<file path="src/rtl/instruction_fetch_queue_if.sv">
// Bus bundle for instruction_fetch_queue: instruction-memory port, decode
// handshake, branch redirect inputs and queue occupancy.
//
// Handshake: the fetch queue presents an entry with valid_out=1; decode takes
// it by holding ready_in=1 in the same cycle, and the transfer happens at the
// rising edge where both are high. The data fields stay stable while
// valid_out=1 and ready_in=0.
//
// master = the fetch queue, slave = the surrounding pipeline / memory.
interface instruction_fetch_queue_if #(
  parameter int ADDR_W  = 64,
  parameter int INSTR_W = 32,
  parameter int DEPTH   = 4
);
  logic [ADDR_W-1:0]          imem_addr;
  logic [INSTR_W-1:0]         imem_data;
  logic                       redirect;
  logic                       Branchreg;
  logic [ADDR_W-1:0]          add_pc;
  logic [ADDR_W-1:0]          read_data_1;
  logic                       valid_out;
  logic                       ready_in;
  logic [INSTR_W-1:0]         instruction_out;
  logic [ADDR_W-1:0]          PC_out;
  logic [ADDR_W-1:0]          PC_branch_link_out;
  logic [$clog2(DEPTH):0]     count;

  modport master (
    output imem_addr, valid_out, instruction_out, PC_out, PC_branch_link_out, count,
    input  imem_data, redirect, Branchreg, add_pc, read_data_1, ready_in
  );

  modport slave (
    input  imem_addr, valid_out, instruction_out, PC_out, PC_branch_link_out, count,
    output imem_data, redirect, Branchreg, add_pc, read_data_1, ready_in
  );
endinterface

</file>
<file path="src/rtl/instruction_fetch_queue.sv">
// Instruction fetch queue: runs fetch ahead of decode by sequential PC+4 into
// a DEPTH-entry circular buffer of {PC, instruction, PC+4} triples. A branch
// redirect flushes the buffer and restarts fetch at the resolved target.
//
// Optional feature macro: FETCH_BYPASS_EN. When defined, an empty queue with
// decode ready passes the current memory word straight to the outputs in the
// same cycle instead of buffering it first.
module instruction_fetch_queue #(
  parameter int                ADDR_W   = 64,
  parameter int                INSTR_W  = 32,
  parameter int                DEPTH    = 4,
  parameter logic [ADDR_W-1:0] RESET_PC = '0
) (
  input  logic clock,
  input  logic reset,
  instruction_fetch_queue_if.master bus
);

  localparam int PTR_W = $clog2(DEPTH);
  localparam int CNT_W = PTR_W + 1;

  logic [ADDR_W-1:0]  fetch_pc;
  logic [PTR_W-1:0]   wr_ptr;
  logic [PTR_W-1:0]   rd_ptr;
  logic [CNT_W-1:0]   count_q;

  logic [ADDR_W-1:0]  pc_mem    [DEPTH];
  logic [INSTR_W-1:0] instr_mem [DEPTH];
  logic [ADDR_W-1:0]  link_mem  [DEPTH];

  logic [ADDR_W-1:0]  fetch_pc_plus4;
  logic [ADDR_W-1:0]  target;
  logic               head_valid;
  logic               full;
  logic               bypass;
  logic               deq;
  logic               enq;

  assign fetch_pc_plus4 = fetch_pc + ADDR_W'(4);
  assign target         = bus.Branchreg ? bus.read_data_1 : bus.add_pc;
  assign head_valid     = (count_q != '0);
  assign full           = (count_q == CNT_W'(DEPTH));

`ifdef FETCH_BYPASS_EN
  // Empty queue and decode waiting: hand the memory word over directly.
  assign bypass = !head_valid && !bus.redirect && bus.ready_in;
`else
  assign bypass = 1'b0;
`endif

  // A queued head is consumed whenever decode is ready, even in a redirect cycle.
  assign deq = head_valid && bus.ready_in;
  // Room exists if not full, or if the head leaves in the same cycle.
  assign enq = !bus.redirect && !bypass && (!full || deq);

  assign bus.imem_addr = fetch_pc;
  assign bus.count     = count_q;

  // Head presentation: queued entry, bypassed fetch word, or all zeros when idle.
  always_comb begin
    bus.valid_out          = 1'b0;
    bus.instruction_out    = '0;
    bus.PC_out             = '0;
    bus.PC_branch_link_out = '0;
    if (head_valid) begin
      bus.valid_out          = 1'b1;
      bus.instruction_out    = instr_mem[rd_ptr];
      bus.PC_out             = pc_mem[rd_ptr];
      bus.PC_branch_link_out = link_mem[rd_ptr];
    end else if (bypass) begin
      bus.valid_out          = 1'b1;
      bus.instruction_out    = bus.imem_data;
      bus.PC_out             = fetch_pc;
      bus.PC_branch_link_out = fetch_pc_plus4;
    end
  end

  // Control state: fetch PC, pointers and occupancy; redirect flushes everything.
  always_ff @(posedge clock) begin
    if (reset) begin
      fetch_pc <= RESET_PC;
      wr_ptr   <= '0;
      rd_ptr   <= '0;
      count_q  <= '0;
    end else if (bus.redirect) begin
      fetch_pc <= target;
      wr_ptr   <= '0;
      rd_ptr   <= '0;
      count_q  <= '0;
    end else begin
      if (deq) begin
        rd_ptr <= rd_ptr + PTR_W'(1);
      end
      if (enq) begin
        wr_ptr <= wr_ptr + PTR_W'(1);
      end
      if (enq || bypass) begin
        fetch_pc <= fetch_pc_plus4;
      end
      case ({enq, deq})
        2'b10:   count_q <= count_q + CNT_W'(1);
        2'b01:   count_q <= count_q - CNT_W'(1);
        default: count_q <= count_q;
      endcase
    end
  end

  // Entry storage; contents beyond count are don't-care so no reset is needed.
  always_ff @(posedge clock) begin
    if (enq && !reset) begin
      pc_mem[wr_ptr]    <= fetch_pc;
      instr_mem[wr_ptr] <= bus.imem_data;
      link_mem[wr_ptr]  <= fetch_pc_plus4;
    end
  end

endmodule

</file>
<file path="src/flat_wrapper.sv">
// flat-port wrapper written by rule: the top's interface ports become plain ports
module instruction_fetch_queue_flat 
#(
  parameter int                ADDR_W   = 64,
  parameter int                INSTR_W  = 32,
  parameter int                DEPTH    = 4,
  parameter logic [ADDR_W-1:0] RESET_PC = '0
)
  (clock, reset, bus_imem_addr, bus_valid_out, bus_instruction_out, bus_PC_out, bus_PC_branch_link_out, bus_count, bus_imem_data, bus_redirect, bus_Branchreg, bus_add_pc, bus_read_data_1, bus_ready_in);
  instruction_fetch_queue_if #(.ADDR_W(ADDR_W), .INSTR_W(INSTR_W), .DEPTH(DEPTH)) bus_i ();
  input  logic clock;
  input  logic reset;
  output wire logic [$bits(bus_i.imem_addr)-1:0] bus_imem_addr;
  output wire logic [$bits(bus_i.valid_out)-1:0] bus_valid_out;
  output wire logic [$bits(bus_i.instruction_out)-1:0] bus_instruction_out;
  output wire logic [$bits(bus_i.PC_out)-1:0] bus_PC_out;
  output wire logic [$bits(bus_i.PC_branch_link_out)-1:0] bus_PC_branch_link_out;
  output wire logic [$bits(bus_i.count)-1:0] bus_count;
  input wire logic [$bits(bus_i.imem_data)-1:0] bus_imem_data;
  input wire logic [$bits(bus_i.redirect)-1:0] bus_redirect;
  input wire logic [$bits(bus_i.Branchreg)-1:0] bus_Branchreg;
  input wire logic [$bits(bus_i.add_pc)-1:0] bus_add_pc;
  input wire logic [$bits(bus_i.read_data_1)-1:0] bus_read_data_1;
  input wire logic [$bits(bus_i.ready_in)-1:0] bus_ready_in;
  assign bus_imem_addr = bus_i.imem_addr;
  assign bus_valid_out = bus_i.valid_out;
  assign bus_instruction_out = bus_i.instruction_out;
  assign bus_PC_out = bus_i.PC_out;
  assign bus_PC_branch_link_out = bus_i.PC_branch_link_out;
  assign bus_count = bus_i.count;
  assign bus_i.imem_data = bus_imem_data;
  assign bus_i.redirect = bus_redirect;
  assign bus_i.Branchreg = bus_Branchreg;
  assign bus_i.add_pc = bus_add_pc;
  assign bus_i.read_data_1 = bus_read_data_1;
  assign bus_i.ready_in = bus_ready_in;
  instruction_fetch_queue #(.ADDR_W(ADDR_W), .INSTR_W(INSTR_W), .DEPTH(DEPTH), .RESET_PC(RESET_PC)) u_core (.clock(clock), .reset(reset), .bus(bus_i));
endmodule
</file>
<file path="config.mk">
export PLATFORM = sky130hd
export DESIGN_NAME = instruction_fetch_queue_flat
export DESIGN_NICKNAME = d
export VERILOG_FILES = /design/src/rtl/instruction_fetch_queue_if.sv /design/src/rtl/instruction_fetch_queue.sv /design/src/flat_wrapper.sv
export SDC_FILE = /design/constraint.sdc
export NUM_CORES = 1
export LEC_CHECK = 0
export BUFFER_PORTS_ARGS = -buffer_cell sky130_fd_sc_hd__buf_4
export CORE_MARGIN = 10
export CORE_UTILIZATION = 45
export DETAILED_ROUTE_END_ITERATION = 6
export SYNTH_ARGS = -nofsm -noshare
export SYNTH_HDL_FRONTEND = slang
export SYNTH_SLANG_ARGS = --single-unit
</file>
<file path="constraint.sdc">
create_clock -name clock -period 8 [get_ports clock]
set_clock_uncertainty 0.1 [all_clocks]
set_input_delay 0.4 -clock clock [delete_from_list [all_inputs] [get_ports clock]]
set_output_delay 0.4 -clock clock [all_outputs]
set_load 0.1 [all_outputs]
</file>
; Yosys cells after proc, flatten, opt, wreduce, memory -nomap -nowiden
; Memory sizes are Yosys's and may differ from the RTL's. A register that Yosys moved wholly into a read port is not among the register bits.
; Index checks and enable logic that the tools add are counted.
[word_totals]
out_inout_bits = 228
romBits = 0
mem_count = 3
latchBits = 0
regBits = 71
inputBits = 165
ramBits = 640
[mem_list]
columns = memory, words, width, read_ports, rd_clocked_by_memory_dff, write_ports, line
row1 = u_core.link_mem, 4, 64, 1, 1, 1, instruction_fetch_queue.sv:29  ; logic [ADDR_W-1:0] link_mem [DEPTH];
row2 = u_core.pc_mem, 4, 64, 1, 1, 1, instruction_fetch_queue.sv:27  ; logic [ADDR_W-1:0] pc_mem [DEPTH];
row3 = u_core.instr_mem, 4, 32, 1, 1, 1, instruction_fetch_queue.sv:28  ; logic [INSTR_W-1:0] instr_mem [DEPTH];
[classes]
n_bitwise = 0
magnitude_cmp = 0
eq_ne = 3
addsub = 5
n_mul = 0
shift = 0
n_div = 0
n_mux = 16
n_reduce_logical = 11
[ops]
columns = cell, count
row1 = $mux W64, 5
row2 = $add A64 B3 Y64 const B, 1
row3 = $mux W32, 1
row4 = $mux W2, 6
row5 = $pmux W3 S2, 1
row6 = $add A2 B1 Y2 const B, 2
row7 = $reduce_bool A2 Y1, 2
row8 = $add A3 B1 Y3 const B, 1
row9 = $eq A3 B3 Y1 const B, 1
row10 = $logic_and A1 B1 Y1, 3
row11 = $logic_not A1 Y1, 3
row12 = $mux W1, 3
row13 = $reduce_bool A3 Y1, 1
row14 = $sub A3 B1 Y3 const B, 1
row15 = $eq A2 B1 Y1 const B, 1
row16 = $eq A2 B2 Y1 const B, 1
row17 = $reduce_or A2 Y1, 1
row18 = $logic_or A1 B1 Y1, 1

; Logic depth before layout (Yosys ltp)
[depth]
depth_word = 7
ltp_mapped = 8
mapped_depth_nobuf = 6

; Worst setup path after synthesis
; No wires, ideal clock.
[synth_timing]
path_kind = reg-to-reg
startpoint = reg u_core.count_q[1], in the netlist u_core.bus.count[1]
endpoint = mem u_core.instr_mem[0][0] (enable)
arrival_ns = 5.449
n_path_buf = 2
path_stages_with_launch = 5
period_less_slack_ns = 6.086
setup_time_ns = 0.537
path_slack_ns = 1.914
required_ns = 7.363
path_cell_list = dfxtp_1 or4b_2 buf_2 clkbuf_1 and3_1
[synth_via]
elab_chain_len = 7
word_cells_on_any_way = 9
[synth_lines]
columns = item, line
row1 = "start, declared", instruction_fetch_queue.sv:25  ; logic [CNT_W-1:0] count_q;
row2 = "start signal, assigned", instruction_fetch_queue.sv:101  ; 2'b10: count_q <= count_q + CNT_W'(1);
row3 = "start signal, assigned", instruction_fetch_queue.sv:102  ; 2'b01: count_q <= count_q - CNT_W'(1);
row4 = "start signal, assigned", instruction_fetch_queue.sv:103  ; default: count_q <= count_q;
row5 = $eq A3 B3 Y1 or $reduce_bool A3 Y1 (tied branches), "instruction_fetch_queue.sv:42, instruction_fetch_queue.sv:41"
row6 = $logic_not A1 Y1 or $logic_and A1 B1 Y1 (tied branches), "instruction_fetch_queue.sv:54, instruction_fetch_queue.sv:52"
row7 = $logic_or A1 B1 Y1 *, instruction_fetch_queue.sv:54  ; assign enq = !bus.redirect && !bypass && (!full || deq);
row8 = $logic_and A1 B1 Y1 *, instruction_fetch_queue.sv:54
row9 = $logic_and A1 B1 Y1 *, instruction_fetch_queue.sv:110  ; if (enq && !reset) begin
row10 = $mux W1 *, instruction_fetch_queue.sv:110
row11 = $mux W1 (not written as such) *, instruction_fetch_queue.sv:112  ; instr_mem[wr_ptr] <= bus.imem_data;
row12 = "end, declared", instruction_fetch_queue.sv:28
; Every way passes the cells marked *; elsewhere a longest branch is shown, timed or not.

==> reports/qor.json <==
{
  "synthesis": {
    "synth_top_cells_by_count": "sky130_fd_sc_hd__edfxtp_1 (632), sky130_fd_sc_hd__and2_1 (160), sky130_fd_sc_hd__mux4_2 (158)",
    "dominantRegCellSynth": "sky130_fd_sc_hd__edfxtp_1",
    "synthCells": 1769,
    "post_synthesis_cell_type_with_the_largest_combined_area": "sky130_fd_sc_hd__edfxtp_1",
    "yosys-top-cells-area": "sky130_fd_sc_hd__edfxtp_1 (64%), sky130_fd_sc_hd__mux4_2 (12%), sky130_fd_sc_hd__dfxtp_1 (4.9%)",
    "yosys_warnings": 0,
    "synth_edf_count": 632,
    "yosysUniqueCellTypes": 56,
    "synth.avg_cell_area_um2": 16.8,
    "synth_register_bits": 705,
    "seq_area_frac_synth_pct": 68.7,
    "yosys.area.top_type_share_pct": 63.8,
    "asyncSetResetFlopFracSynth_pct": 0,
    "netlist_area_before_placement_um2": 29700,
    "synth_fp_nets": 1940,
    "post-synth-top-count-cell": "sky130_fd_sc_hd__edfxtp_1"
  },
  "die": {
    "io_pins": 393,
    "initial_core_util_pct": 45.3,
    "core_footprint_um2": 65600,
    "die_span_in_x_um": 277,
    "dieArea_um2": 76800,
    "fp-row-count": 94,
    "die_height_um": 277
  },
  "clock_tree": {
    "cts-buffers-inserted": 75,
    "cts_htree_levels": 3,
    "cts.reportedPaths.clkPinSlew_ns": 0.06,
    "post-cts-setup-buffers": 0,
    "cts_tree": "built",
    "clkLatencyLatePin_ns": 0.60,
    "clockBufferDepth": 3,
    "cts_root_buf": "sky130_fd_sc_hd__clkbuf_16",
    "clkSinkCount": 705
  },
  "critical_path": {
    "regToRegStartpoint": "u_core.bus.imem_addr[2]$_SDFFE_PP0P_",
    "timing.reg2reg.worst_path_depth": 6,
    "critPathArrivalTime_ns": 3.26,
    "slowest_delay_ns": 0.80,
    "critical_path.endpoint_type": "output port",
    "critical_path_peak_fanout": 37,
    "cp_cell_sequence": "buf_4, mux4_2, and2_1, buf_4",
    "cpMostUsedCell": "sky130_fd_sc_hd__buf_4",
    "critical_path.slowest_cell": "sky130_fd_sc_hd__dfxtp_4",
    "cp-start-kind": "register",
    "worst_setup_path_endpoint": "bus_PC_branch_link_out[7]",
    "cp_data_required_time_ns": 7.50,
    "crit_type": "reg2out",
    "r2r_path_end": "u_core.bus.imem_addr[54]$_SDFFE_PP0P_",
    "r2r_slack_ns": 4.51
  },
  "pwr": {
    "power.total_mw": 8.87,
    "vdd.ir_drop.worst_uv": 144,
    "power_leakage_nw": 12.7,
    "p_per_area_nw_per_um2": 245
  },
  "global_route": {
    "grt_usage_pct": 20.1,
    "grt_start_max_net_pins": 159,
    "grt_pass1_vias": 17900,
    "grt-ovfl-total": 0,
    "grt_first_pass_wirelength_mm": 117,
    "antenna_found_initial": 1
  },
  "layout": {
    "final_area_um2": 36200,
    "multi_input_area_um2": 8770,
    "fillerInstances": 5352,
    "finalNetCount": 2335,
    "final_cell_count_no_fill": 3084,
    "drive_gt1_share_pct": 31.4,
    "seq_area_um2": 20400,
    "flow.area_growth_from_synthesis_pct": 21.7,
    "n_antenna_cell": 0
  },
  "run_status": {
    "outcome": "finished, final reports clean"
  },
  "detailed_routing": {
    "route.antenna.remaining_nets": 0,
    "routed-via-count": 17400,
    "router_iterations_before_antenna_repair": 5,
    "drc_errors": 0,
    "dr.first_iter.drc_count": 1487,
    "totalWireLength_mm": 79.2,
    "routed_wire_length_per_instance_um": 25.7,
    "vias_per_cell": 5.66
  },
  "sta": {
    "timing.final.crit_share_pct": 47.0,
    "finalHoldWorstSlack_ns": 0.0447,
    "timing.final.hold_violations": 0,
    "rsz0062_at_grt": "false",
    "slew_violations": 0,
    "worstMarginPinSlew_ns": 1.25,
    "timing.max_slew.rel_slack_pct": 16.6,
    "clock.fmax_mhz": 266,
    "finalCriticalPeriod_ns": 3.76,
    "setup_tns_ns": 0,
    "timing.final.setup_violations": 0
  },
  "placed_design": {
    "place_hpwl_mm": 49.6,
    "globalplace.congestion": 0.798,
    "placed_cells": 2919,
    "postPlaceCellArea_um2": 33500,
    "port_buffers": 392
  },
  "flow_run": {
    "max_cap_violations": 0
  },
  "min_path": {
    "hold_removal_path_class": "in2reg"
  }
}
## timing repair
action | 4_1_cts | 5_1_grt
endpoints found under the hold margin | 128 | 0
gates resized for setup | 0 | 0
setup endpoints to repair | 0 | 0
hold buffers | 32 | 0
## cell usage in the layout (no fill, tap or decap), drive strengths merged, types with 4 or more instances in the layout
master and n:
nor2 63, ha 5, dlygate4sd3 32, xnor2 34
clkinvlp 4, buf 408, a31oi 13, a211oi 17
nor4 28, xor2 54, clkinv 18, mux2i 62
o31a 22, nor3 28, nand2 49, or3 21
and4 5, o21ai 17, inv 12, mux4 158
and2 160, and3 15, edfxtp 632, dfxtp 73
nand4 34, a21o 26, clkbuf 105, nor3b 5
or4 5, a21oi 40, nand3 36, bufinv 6
## worst min path at each step
stage | start | endpoint | slack, ns | cells past startpoint
after floorplan | u_core.wr_ptr[1]$_SDFFE_PP0N_ | u_core.wr_ptr[1]$_SDFFE_PP0N_ | 0.36 | 2
after global placement | u_core.wr_ptr[1]$_SDFFE_PP0N_ | u_core.wr_ptr[1]$_SDFFE_PP0N_ | 0.38 | 2
after detailed placement | u_core.wr_ptr[1]$_SDFFE_PP0N_ | u_core.wr_ptr[1]$_SDFFE_PP0N_ | 0.40 | 2
after CTS | bus_ready_in | u_core.bus.count[1]$_SDFFE_PP0P_ | 0.008 | 3
after global routing | bus_ready_in | u_core.bus.count[1]$_SDFFE_PP0P_ | 0.05 | 3
final | bus_ready_in | u_core.bus.count[1]$_SDFFE_PP0P_ | 0.04 | 3
## sequential cells by signal, summed over array words and instances (netlist names), named ones only
name	count
u_core.pc_mem	254
u_core.link_mem	250
u_core.instr_mem	128
u_core.bus.imem_addr	64
u_core.bus.count	3
u_core.rd_ptr	2
u_core.wr_ptr	2
## per-stage QoR
stage,setup WS (ns),utilization [%]
after floorplan,1.91,-
after global placement,4.46,51.0
after detailed placement,4.43,51.0
after CTS,4.07,55.2
after global routing,3.93,55.2
final,4.24,55.2
## worst max-delay path: cells and delay by family, from the launching register on
kind / cells / cell delay, ns
buf+inv: 2 / 0.97
simple gates: 1 / 0.19
mux: 1 / 0.65
flops: 1 / 0.80
## where the power goes
part	leakage, nW	internal [mW]	switching (mW)
registers	6.46	4.13	0.103
clock network	1.17	2.03	1.36
logic	5.06	0.324	0.921
total	12.7	6.49	2.38
## area by class of cell
type                    count  share of cell area [%]
multi-input cells         930                    24.2
clock buffers             105                    5.84
flip-flops and latches    705                    56.5
clock inverters            28                   0.840
well taps                 864                    2.99
repair buffers            440                    9.52
inverters                  12                   0.124
## kinds of logic after synthesis
kind of cell	synth area share (%)
DFF	68.7
adders and majority gates	0.278
muxes	14.1
buffers and inverters	1.89
AOI/OAI and AO/OA	3.35
and+or+nand+nor	9.04
xor gates and xnor gates	2.59
## metal layers
layer	part of all wire (%)	global-route usage, %	up-vias
li1	-	-	7761
met1	42	26.9	9038
met2	49	33.0	565
met3	6.7	4.49	77
met4	1.5	4.67	2
met5	0.011	0	-
Power figures use the tool's default switching activity.
